## config.mk

```make
export PLATFORM = sky130hd
export DESIGN_NAME = argmax_ctrl
export DESIGN_NICKNAME = d
export VERILOG_FILES = /design/src/rtl/argmax_ctrl.sv
export SDC_FILE = /design/constraint.sdc
export NUM_CORES = 1
export LEC_CHECK = 0
export CAP_MARGIN = 20
export CORE_ASPECT_RATIO = 0.8
export CORE_UTILIZATION = 35
export DETAILED_ROUTE_END_ITERATION = 6
export GPL_TIMING_DRIVEN = 0
export PLACE_DENSITY = 0.58
export SKIP_LAST_GASP = 1
export SLEW_MARGIN = 20
export SYNTH_ARGS = -nofsm -noshare
export SYNTH_HDL_FRONTEND = slang
export SYNTH_SLANG_ARGS = --single-unit
```

## constraint.sdc

```tcl
create_clock -name clk -period 4.4 [get_ports clk]
set_input_delay 0.88 -clock clk [delete_from_list [all_inputs] [get_ports clk]]
set_output_delay 0.88 -clock clk [all_outputs]
set_load 0.02 [all_outputs]
```

## src/rtl/argmax_ctrl.sv

```systemverilog
// Argmax sequencer: sweeps N scores, drives the max comparator, reports index/value.
// Optional ARGMAX_CHECK_EN adds err, flagging cmp_max disagreeing with local best.
module argmax_ctrl #(
   parameter int BIT = 8,
   parameter int N   = 10,
   parameter int AW  = 8
) (
   input  logic           clk,
   input  logic           rst_n,
   input  logic           start,
   input  logic           abort,
   input  logic [AW-1:0]  base_addr,
   output logic           rd_en,
   output logic [AW-1:0]  rd_addr,
   input  logic [BIT-1:0] rd_data,
   output logic           cmp_load,
   output logic           cmp_enable,
   output logic [BIT-1:0] cmp_in,
   input  logic [BIT-1:0] cmp_max,
   output logic           busy,
   output logic           done,
   output logic [3:0]     result_idx,
   output logic [BIT-1:0] result_val
`ifdef ARGMAX_CHECK_EN
   ,
   output logic           err
`endif
);

   localparam logic [2:0] IDLE  = 3'd0;
   localparam logic [2:0] READ  = 3'd1;
   localparam logic [2:0] DRAIN = 3'd2;
   localparam logic [2:0] CAPT  = 3'd3;
   localparam logic [2:0] DONE  = 3'd4;

   localparam logic [3:0] LAST = 4'(N - 1);

   logic [2:0]     state_q, state_d;
   logic [AW-1:0]  base_q, base_d;
   logic [3:0]     k_q, k_d;
   logic           vld_q, vld_d;
   logic [3:0]     j_q, j_d;
   logic [BIT-1:0] best_q, best_d;
   logic [3:0]     bidx_q, bidx_d;
   logic [3:0]     ridx_q, ridx_d;
   logic [BIT-1:0] rval_q, rval_d;
   logic           accept;
   logic           kill;
   logic           capt;

   assign accept = (state_q == IDLE) && start;
   assign kill   = (state_q != IDLE) && abort;
   assign capt   = (state_q == CAPT) && !abort;

   always_comb begin
      state_d = state_q;
      base_d  = base_q;
      k_d     = k_q;
      unique case (state_q)
         IDLE: begin
            if (start) begin
               state_d = READ;
               base_d  = base_addr;
               k_d     = '0;
            end
         end
         READ: begin
            k_d = k_q + 4'd1;
            if (k_q == LAST) begin
               state_d = DRAIN;
               k_d     = '0;
            end
         end
         // k doubles as the drain counter: two cycles for comparator latency
         DRAIN: begin
            k_d = k_q + 4'd1;
            if (k_q == 4'd1) state_d = CAPT;
         end
         CAPT:    state_d = DONE;
         DONE:    state_d = IDLE;
         default: state_d = IDLE;
      endcase
      if (kill) state_d = IDLE;
   end

   always_comb begin
      vld_d  = (state_q == READ) && !abort;
      j_d    = j_q;
      best_d = best_q;
      bidx_d = bidx_q;
      ridx_d = ridx_q;
      rval_d = rval_q;
      if (vld_q) begin
         j_d = j_q + 4'd1;
         if (j_q == 4'd0) begin
            best_d = rd_data;
            bidx_d = 4'd0;
         end else if ($signed(rd_data) > $signed(best_q)) begin
            best_d = rd_data;
            bidx_d = j_q;
         end
      end
      if (accept) j_d = '0;
      if (capt) begin
         ridx_d = bidx_q;
         rval_d = cmp_max;
      end
   end

   always_ff @(posedge clk or negedge rst_n) begin
      if (!rst_n) begin
         state_q <= IDLE;
         base_q  <= '0;
         k_q     <= '0;
         vld_q   <= 1'b0;
         j_q     <= '0;
         best_q  <= '0;
         bidx_q  <= '0;
         ridx_q  <= '0;
         rval_q  <= '0;
      end else begin
         state_q <= state_d;
         base_q  <= base_d;
         k_q     <= k_d;
         vld_q   <= vld_d;
         j_q     <= j_d;
         best_q  <= best_d;
         bidx_q  <= bidx_d;
         ridx_q  <= ridx_d;
         rval_q  <= rval_d;
      end
   end

`ifdef ARGMAX_CHECK_EN
   logic err_q, err_d;

   always_comb begin
      err_d = err_q;
      if (accept) err_d = 1'b0;
      else if (capt && (cmp_max != best_q)) err_d = 1'b1;
   end

   always_ff @(posedge clk or negedge rst_n) begin
      if (!rst_n) err_q <= 1'b0;
      else        err_q <= err_d;
   end

   assign err = err_q;
`endif

   assign rd_en      = (state_q == READ);
   assign rd_addr    = rd_en ? base_q + AW'(k_q) : '0;
   assign cmp_load   = vld_q && (j_q == 4'd0);
   assign cmp_enable = vld_q && (j_q != 4'd0);
   assign cmp_in     = vld_q ? rd_data : '0;
   assign busy       = (state_q != IDLE);
   assign done       = (state_q == DONE);
   assign result_idx = ridx_q;
   assign result_val = rval_q;

endmodule
```

After elaboration in Yosys (flattened, before gate mapping)
Index checks and enable logic that the tools add are counted.
{ "totals": {"memories": 0, "mem_bits_ro": 0, "latchBits": 0, "ram_bits": 0, "regBits": 44} }
{ "classes": {"order_cmp": 1, "n_bitwise": 0, "addsub": 3, "eq_ne": 10, "multipliers": 0, "div_mod_pow": 0, "muxes": 16, "n_shift": 0, "n_reduce_logical": 18} }
{ "op_table": {"columns": ["op", "n"], "rows": [
  ["2-to-1 mux 8 bit", 4],
  ["2-to-1 mux 4 bit", 6],
  ["2-to-1 mux 3 bit", 4],
  ["one-hot mux 3 bit (4 select lines)", 1],
  ["one-hot mux 4 bit (3 select lines)", 1],
  ["adder 4 x 1 -> 4 bit, second input constant", 2],
  ["adder 8 x 4 -> 8 bit", 1],
  ["> comparator 8 bit", 1],
  ["equality test 3 x 2 -> 1 bit, second input constant", 2],
  ["logical AND 1 bit", 6],
  ["inequality test 3 bit, second input constant", 2],
  ["AND reduction 2 bit", 3],
  ["nonzero test 3 bit", 2],
  ["equality test 4 x 1 -> 1 bit, second input constant", 1],
  ["equality test 4 bit, second input constant", 1],
  ["logical NOT 4 bit", 1],
  ["nonzero test 2 bit", 2],
  ["nonzero test 4 bit", 1],
  ["equality test 3 x 1 -> 1 bit, second input constant", 1],
  ["equality test 3 bit, second input constant", 1],
  ["logical NOT 3 bit", 1],
  ["inequality test 3 x 1 -> 1 bit, second input constant", 1],
  ["AND reduction 3 bit", 1],
  ["inequality test 2 bit, second input constant", 1],
  ["logical NOT 1 bit", 1]
]} }

Logic depth before layout (Yosys ltp)
Gate-level depths: netlist (run 1).
{ "logic_depth": {"ltp_word": 4, "ltp_mapped": 7, "mapped_depth_nobuf": 7} }

Worst setup path after synthesis (run 1)
No wires, ideal clock.
{ "synth_path": {"path_kind": "register -> output", "startpoint": "reg k_q[0]", "endpoint": "out rd_addr[6]", "stages_incl_launch_ff": 7, "path_buffers": 0, "arrival_time_ns": 1.877, "required_ns": 3.520, "slack_ns": 1.643, "path_cell_list": "dfrtp_1 ha_1 fa_1 a21o_1 a21oi_1 o21ai_0 a21oi_1"} }
{ "synth_via": {"elab_chain_cells": 2} }
{ "synth_lines": {"columns": ["item", "line_no", "rtl"], "rows": [
  ["start: declaration", "40", "logic [3:0] k_q, k_d;"],
  ["start signal: assignment", "124", "k_q <= k_d;"],
  ["adder 8 x 4 -> 8 bit", "152", "assign rd_addr = rd_en ? base_q + AW'(k_q) : '0;"],
  ["2-to-1 mux 8 bit", "152", null],
  ["end: declaration", "14", "output logic [AW-1:0] rd_addr,"]
]} }
No other way between the ends.

Final worst setup path (run 1)
Same ends and word-level chain as after synthesis.

==> flow_metrics.tcl, run 1 <==
set metrics [dict create \
    status "finished, final reports clean" \
    fin_setup_tns_ps 0 \
    max-vdd-ir-drop_v 0.000223 \
    slew_headroom_pct 64.8 \
    p_leak_nw 1.43 \
    fin_crit_ps 3620 \
    synth-warning-count 0 \
    timing.final.max_slew_violations 0 \
    vias_per_cell 4.67 \
    numCtsBuffers 5 \
    gp_congestion 0.721 \
    hold_buffers 0 \
    n_antenna_cell 0 \
    crit_arrival_ps 2740 \
    grt_pass1_vias 1636 \
    core.rowCount 26 \
    p_per_area_nw_per_um2 464 \
    synth_nets 261 \
    initial_core_util_pct 36.7 \
    yosysTopAreaCell "dfrtp_1" \
    worst_path_max_delay_cell "clkdlybuf4s50_1" \
    cts_root_buf "clkbuf_8" \
    port_buffers 60 \
    hold_viol_final 0 \
    final_common_cell "clkdlybuf4s50_1" \
    grt_overflow_total 0 \
    syn-cell-area_um2 2360 \
    cts_sinks 44 \
    grt_pass1_wl_mm 7.73 \
    fmax_ghz 0.276 \
    dieWidth_um 93.9 \
    syn_inst 216 \
    min_period_over_period_pct 82.3 \
    ys_types 33 \
    drc 0 \
    final_cell_mix "59 x clkdlybuf4s50_1, 44 x dfrtp_1, 27 x mux2_2" \
    critPathMostFrequentCell "a21oi_1" \
    setup.worst_path.class "flop to output port" \
    maxCapViolCount 0 \
    drive_gt1_share_pct 15.1 \
    die-area_um2 7090 \
    drt_pass1_iterations 4 \
    cts.path.max_buffers 2 \
    required_ps 3520 \
    io_pins 61 \
    ys_top_cells_by_area "dfrtp_1 47%, mux2_2 13%, ha_1 8.5%, and2_1 2.9%, inv_1 2.9%" \
    cp-start-kind "flop" \
    antenna_found_initial 0 \
    skew_ps 4.45 \
    core_um2 6440 \
    critPathMaxStageDelay_ps 630 \
    die_y_um 75.5 \
    post-cts-setup-buffers 0 \
    ys_ff_latch 44 \
    async_reset_ff_share_pct 100 \
    avgRoutedWirePerCell_um 12.3 \
    htree_levels 2 \
    syn2layout_area_growth_pct 35.2 \
    min_path_type "input pin to async pin" \
    whs_ps 509 \
    path_clk_slew_ps 80 \
    grt_setup_unrepaired "no" \
    worst_pin_slew_ps 524 \
    vias 1722 \
    synth_edf_count 0 \
    setup_viol 0 \
    track_usage_pct 14.2 \
    nets 329 \
    seq_area_frac_synth_pct 46.6 \
    post-route-util_pct 49.6 \
    ys.flop_type "dfrtp_1" \
    clock_latency_ps 290 \
    cts_tree "built" \
    wl_mm 4.53 \
    grt_max_degree 29 \
    crit_chain "ha_1, fa_1, a21o_1, a21oi_1, o21ai_0, a21oi_1, clkdlybuf4s50_1" \
    worstSetupEndpointType "output port" \
    fillers 602 \
    ant_nets 0 \
    synth_top_area_share_pct 46.6 \
    place_hpwl_mm 3.44 \
    post_cts_resized 0 \
    critPathMaxFanout 6 \
    drt_iter0_drc 40 \
    avgSynthCellArea_um2 10.9 \
]
## cells by family after synthesis
family | after synthesis | synth area share [%]
buffers and inverters | 23 | 3.76
adders and majority gates | 17 | 9.32
and+or+nand+nor | 62 | 14.0
AOI/OAI and AO/OA | 31 | 8.68
muxes | 33 | 15.4
DFF | 44 | 46.6
xor gates and xnor gates | 6 | 2.22
## sequential cells by signal (all words and copies together), names as in the netlist
name,flops
state_q,3
k_q,4
result_idx,4
best_q,8
vld_q,1
base_q,8
bidx_q,4
j_q,4
result_val,8
## critical path, delay by kind of cell, from the launching register on
kind                       cells  cell delay (ps)
adders and majority gates      2              650
buffers and inverters          1              630
DFF                            1              450
AOI/OAI and AO/OA              4              720
## final timing paths
| check | cells after the start | startpoint | to | slack, ps |
|---|---|---|---|---|
| hold / removal | 1 | rst_n | best_q[3] | 510 |
| max in group asynchronous | 2 | rst_n | best_q[5] | 3410 |
| min in group clk | 1 | best_q[2] | best_q[2] | 510 |
| setup reg to reg | 7 | best_q[5] | best_q[1] | 2100 |
| hold reg to reg | 1 | best_q[2] | best_q[2] | 510 |
| setup / recovery | 7 | k_q[0] | rd_addr[6] | 780 |
## metal layers
layer / global-route usage, % / wire length [um]
met3: 3.29 / 218
met2: 21.2 / 1870
met1: 20.4 / 2390
met4: 5.13 / 56
met5: 0 / 0
## where the power goes
part / internal, W / switching [W]
registers: 0.000496 / 0.0000745
clock network: 0.000168 / 0.000137
logic: 0.000310 / 0.000296
total: 0.000974 / 0.000507
## synth_stat cells (2+ instances only)
cell,count
mux2_2,27
and2_1,11
nand2_1,16
o31ai_1,2
nor2b_1,4
or3_1,5
inv_1,18
nor3_1,2
o21bai_1,2
nor3b_1,2
dfrtp_1,44
mux2i_1,6
xnor2_1,6
ha_1,16
buf_2,2
nand3_1,3
o21ai_0,6
nor2_1,10
a21oi_1,10
nand2b_1,2
a21o_1,5
a211oi_1,2
nand4_1,3
clkbuf_1,3
## metrics by stage
step                      instance area (um^2)  worst slack [ps]  power (W)  std cells
final                                     3200               780    0.00148        369
after global routing                      3200               578    0.00161        369
after CTS                                 3200               751    0.00151        369
after detailed placement                  3080              1100    0.00119        361
after global placement                    3070              1090    0.00118        360
after floorplan                           2360              1640   0.000977        216
## area by class of cell
| type | instances | area [um^2] | share of cell area (%) |
|---|---|---|---|
| clock inverter | 3 | 42.5 | 1.33 |
| clock buffer | 5 | 68.8 | 2.15 |
| sequential | 44 | 1100 | 34.5 |
| timing repair buffer | 61 | 616 | 19.3 |
| buffer | 5 | 21.3 | 0.666 |
| multi-input combinational | 149 | 1170 | 36.7 |
| tap | 84 | 105 | 3.29 |
| inverter | 18 | 67.6 | 2.11 |
(Power assumes the default switching activity.)
==> run 2: changes to the inputs <==
PLACE_DENSITY = 0.6   (was 0.58)
clock period = 2.98 ns   (was 4.4 ns; I/O delays follow)
==> flow_metrics.tcl, run 2 (synthesis gave the netlist of run 1 again) <==
set metrics [dict create \
    status "finished, final reports clean" \
    htree_levels 2 \
    min_path_type "input pin to async pin" \
    antenna_found_initial 0 \
    grt_setup_unrepaired "yes" \
    drc 0 \
    post-route-util_pct 49.5 \
    gp_congestion 0.713 \
    syn2layout_area_growth_pct 34.9 \
    die_y_um 75.5 \
    top_layer "met4" \
    design_area_um2 3190 \
    wl_met1_mm 2.30 \
    vias 1750 \
    worst_pin_slew_ps 597 \
    io_pins 61 \
    worst_slack_ps 67.1 \
    p_per_area_nw_per_um2 682 \
    grt_max_degree 25 \
    drt_iter0_drc 46 \
    fmax_ghz 0.343 \
    place_hpwl_mm 3.47 \
    skew_ps 2.84 \
    placed_cell_area_um2 3090 \
    grt_pass1_vias 1688 \
    critPathBufInv 1 \
    cts_tree "built" \
    ant_nets 0 \
    wl_mm 4.55 \
    worstRegToRegCells 7 \
    core_um2 6440 \
    setup_viol 0 \
    pre_cts_ws_ps -16.1 \
    max-vdd-ir-drop_v 0.000331 \
    required_ps 2380 \
    route.met3.wl_um 202 \
    die-area_um2 7090 \
    wl_met2_mm 2.00 \
    cp.depth 7 \
    post-cts-setup-buffers 0 \
    drive_gt1_share_pct 16.9 \
    initial_core_util_pct 36.7 \
    cts_sinks 44 \
    critical-path-top-delay-family "compound AO/OA/AOI/OAI gates" \
    final_common_cell "clkdlybuf4s50_1" \
    vias_per_cell 4.76 \
    cp-start-kind "flop" \
    critPathMostFrequentCell "a21oi_1" \
    worstSetupEndpointType "output port" \
    crit_chain "ha_1, fa_1, a21o_1, a21oi_1, o21ai_0, a21oi_1, clkbuf_2" \
    p_total_w 0.00217 \
    timing.final.max_slew_violations 0 \
    whs_ps 303 \
    path_clk_slew_ps 80 \
    numCtsBuffers 5 \
    track_usage_pct 14.2 \
    clock_latency_ps 290 \
    grt_pass1_wl_mm 7.71 \
    port_buffers 60 \
    final_cell_mix "55 x clkdlybuf4s50_1, 44 x dfrtp_1, 27 x mux2_2" \
    fin_crit_ps 2910 \
    min_period_over_period_pct 97.7 \
    cts.path.max_buffers 2 \
    nets 328 \
    critPathMaxFanout 6 \
    maxCapViolCount 0 \
    critPathMaxStageDelay_ps 450 \
    drt_pass1_iterations 4 \
    avgRoutedWirePerCell_um 12.4 \
    grt_overflow_total 0 \
    n_antenna_cell 0 \
    slew_headroom_pct 60.2 \
    hold_viol_final 0 \
    crit_arrival_ps 2320 \
    core.rowCount 26 \
    dieWidth_um 93.9 \
    setup.worst_path.class "flop to output port" \
    p_leak_nw 1.44 \
    worst_path_max_delay_cell "dfrtp_1" \
    cts_root_buf "clkbuf_8" \
]
[run 2: layout make-up]
class / count / area, um^2
Fill cell: 603 / 3250
Multi-Input combinational cell: 149 / 1180
Sequential cell: 44 / 1100
Timing Repair Buffer: 61 / 607
Tap cell: 84 / 105
Clock buffer: 5 / 68.8
Inverter: 18 / 67.6
Clock inverter: 3 / 42.5
Buffer: 4 / 17.5
[run 2: stage by stage]
| stage | setup TNS (ps) | cells |
|---|---|---|
| 2_1_floorplan | 0 | 216 |
| 3_3_place_gp | -10.7 | 360 |
| 3_5_place_dp | -16.1 | 361 |
| 4_1_cts | -82.2 | 369 |
| 5_1_grt | -14.7 | 368 |
| 6_report | 0 | 368 |
[run 2: worst reg2reg max path, cell delays in order (launching register included)]
cell and delay [ps]:
dfrtp_1 350, inv_1 50, ha_1 280, a211oi_1 230, o22ai_1 120, or4b_4 550, o211ai_4 180, mux2_2 380
[run 2: worst paths after layout]
path / start / endpoint / slack, ps
min in group clk: result_val[3] / result_val[3] / 510
min: rst_n / best_q[3] / 300
min reg2reg: result_val[3] / result_val[3] / 510
max: k_q[0] / rd_addr[6] / 70
max reg2reg: best_q[5] / best_q[7] / 730
max in group asynchronous: rst_n / best_q[7] / 2170
[run 2: repair_timing]
| action | 4_1_cts | 5_1_grt |
|---|---|---|
| pin swaps | 0 | 0 |
| resized for setup | 5 | 7 |
| hold buffers | 0 | 0 |
| endpoints found under the hold margin | 0 | 0 |
| setup endpoints to repair | 4 | 6 |
[run 2: report_power, final]
| part | switching [W] | internal (W) |
|---|---|---|
| Sequential | 0.000110 | 0.000733 |
| Combinational | 0.000434 | 0.000447 |
| Clock | 0.000202 | 0.000248 |
| Total | 0.000747 | 0.00143 |
[run 2: metal layers]
| layer | vias to the layer above | global-route usage, % |
|---|---|---|
| li1 | 876 | - |
| met1 | 827 | 19.1 |
| met2 | 42 | 22.5 |
| met3 | 5 | 3.49 |
| met4 | 0 | 5.30 |
| met5 | - | 0 |
==> run 3: changes to the inputs <==
PLACE_DENSITY = 0.58   (was 0.6)
clock period = 2.69 ns   (was 2.98 ns; I/O delays follow)
==> flow_metrics.tcl, run 3 (synthesis gave the netlist of run 1 again) <==
set metrics [dict create \
    track_usage_pct 14.1 \
    vias 1740 \
    slew_headroom_pct 64.3 \
    timing.final.max_slew_violations 0 \
    nets 332 \
    worst_pin_slew_ps 531 \
    wl_mm 4.61 \
    n_antenna_cell 0 \
    cts_tree "built" \
    core_um2 6440 \
    fin_crit_ps 2580 \
    numCtsBuffers 5 \
    place_hpwl_mm 3.44 \
    gp_congestion 0.721 \
    p_leak_nw 1.48 \
    cts_root_buf "clkbuf_8" \
    final_cell_mix "51 x clkdlybuf4s50_1, 42 x dfrtp_1, 27 x mux2_2" \
    p_per_area_nw_per_um2 760 \
    skew_ps 3.51 \
    dieWidth_um 93.9 \
    maxCapViolCount 0 \
    cts_sinks 44 \
    ant_nets 0 \
    vias_per_cell 4.68 \
    drc 0 \
    max-vdd-ir-drop_v 0.000332 \
    grt_max_degree 29 \
    p_total_w 0.00247 \
    post-route-util_pct 50.4 \
    design_area_um2 3250 \
    path_clk_slew_ps 80 \
    drt_iter0_drc 47 \
    final_common_cell "clkdlybuf4s50_1" \
    io_pins 61 \
    cts.path.max_buffers 2 \
    setup.worst_path.class "input pin to flop" \
    port_buffers 60 \
    setup_viol 0 \
    fmax_ghz 0.387 \
    die-area_um2 7090 \
    initial_core_util_pct 36.7 \
    critPathMaxFanout 8 \
    whs_ps 168 \
    drt_pass1_iterations 4 \
    crit_arrival_ps 2760 \
    drive_gt1_share_pct 21.9 \
    grt_setup_unrepaired "yes" \
    cp-start-kind "input pin" \
    die_y_um 75.5 \
    required_ps 2870 \
    grt_overflow_total 0 \
    min_path_type "input pin to async pin" \
    antenna_found_initial 0 \
    clock_latency_ps 290 \
    core.rowCount 26 \
    grt_pass1_vias 1637 \
    min_period_over_period_pct 96.0 \
    placed_cell_area_um2 3080 \
    worstSetupEndpointType "flop" \
    hold_buffers 0 \
    grt_pass1_wl_mm 7.67 \
    hold_viol_final 0 \
    avgRoutedWirePerCell_um 12.4 \
    status "finished, final reports clean" \
    htree_levels 2 \
    syn2layout_area_growth_pct 37.4 \
]
-- run 3: cell count changes in the layout (fill, tap and decap cells not counted), moves of 3 or more --
cell / change
buf_4: +8
a21oi_1: -3
clkbuf_2: -3
a21oi_2: +3
clkdlybuf4s50_1: -4
-- run 3: power by group --
part | total [W] | switching [W] | internal (W)
logic | 0.00104 | 0.000515 | 0.000526
clock network | 0.000499 | 0.000224 | 0.000275
registers | 0.000930 | 0.000115 | 0.000814
-- run 3: cell type report --
| type | instances | area [um^2] |
|---|---|---|
| repair buffers | 65 | 634 |
| clock inverters | 3 | 42.5 |
| flip-flops and latches | 44 | 1100 |
| fillers | 599 | 3190 |
| well taps | 84 | 105 |
| clock buffers | 5 | 68.8 |
| multi-input cells | 149 | 1210 |
| plain buffers | 4 | 17.5 |
| inverters | 18 | 67.6 |
-- run 3: what timing repair did --
item                                   4_1_cts  5_1_grt
setup endpoints to repair                    9       16
gates resized for setup                     24       12
endpoints found under the hold margin        0        0
pin swaps                                    0        4
buffers inserted                             0        4
-- run 3: critical path, stage by stage --
cell and delay [ps]:
clkdlybuf4s50_1 430, ha_1 340, a211oi_2 220, o22ai_1 120, or4b_4 550, o211ai_4 180, mux2_2 380
-- run 3: worst paths after layout --
kind                        endpoint       start  cells after the start  slack (ps)
max                        best_q[7]  rd_data[5]                      7         110
min                        best_q[3]       rst_n                      1         170
max reg2reg                best_q[7]   best_q[5]                      7         440
min reg2reg                   k_q[0]      k_q[0]                      1         490
max in group asynchronous  best_q[5]       rst_n                      2        2040
min in group clk              k_q[0]      k_q[0]                      1         490
-- run 3: through the flow --
stage,setup TNS [ps],cells,setup WS [ps]
CTS,-72.2,368,-72.2
global placement,-11240,360,-279
floorplan,0,216,275
global route,-13.9,372,-12.4
detailed placement,-3090,361,-268
finish,0,372,107
-- run 3: layer usage --
metal / part of all wire [%] / global-route usage [%]
met5: 0 / 0
met3: 4.4 / 3.19
met4: 1.2 / 5.13
met2: 42 / 21.3
met1: 53 / 20.0
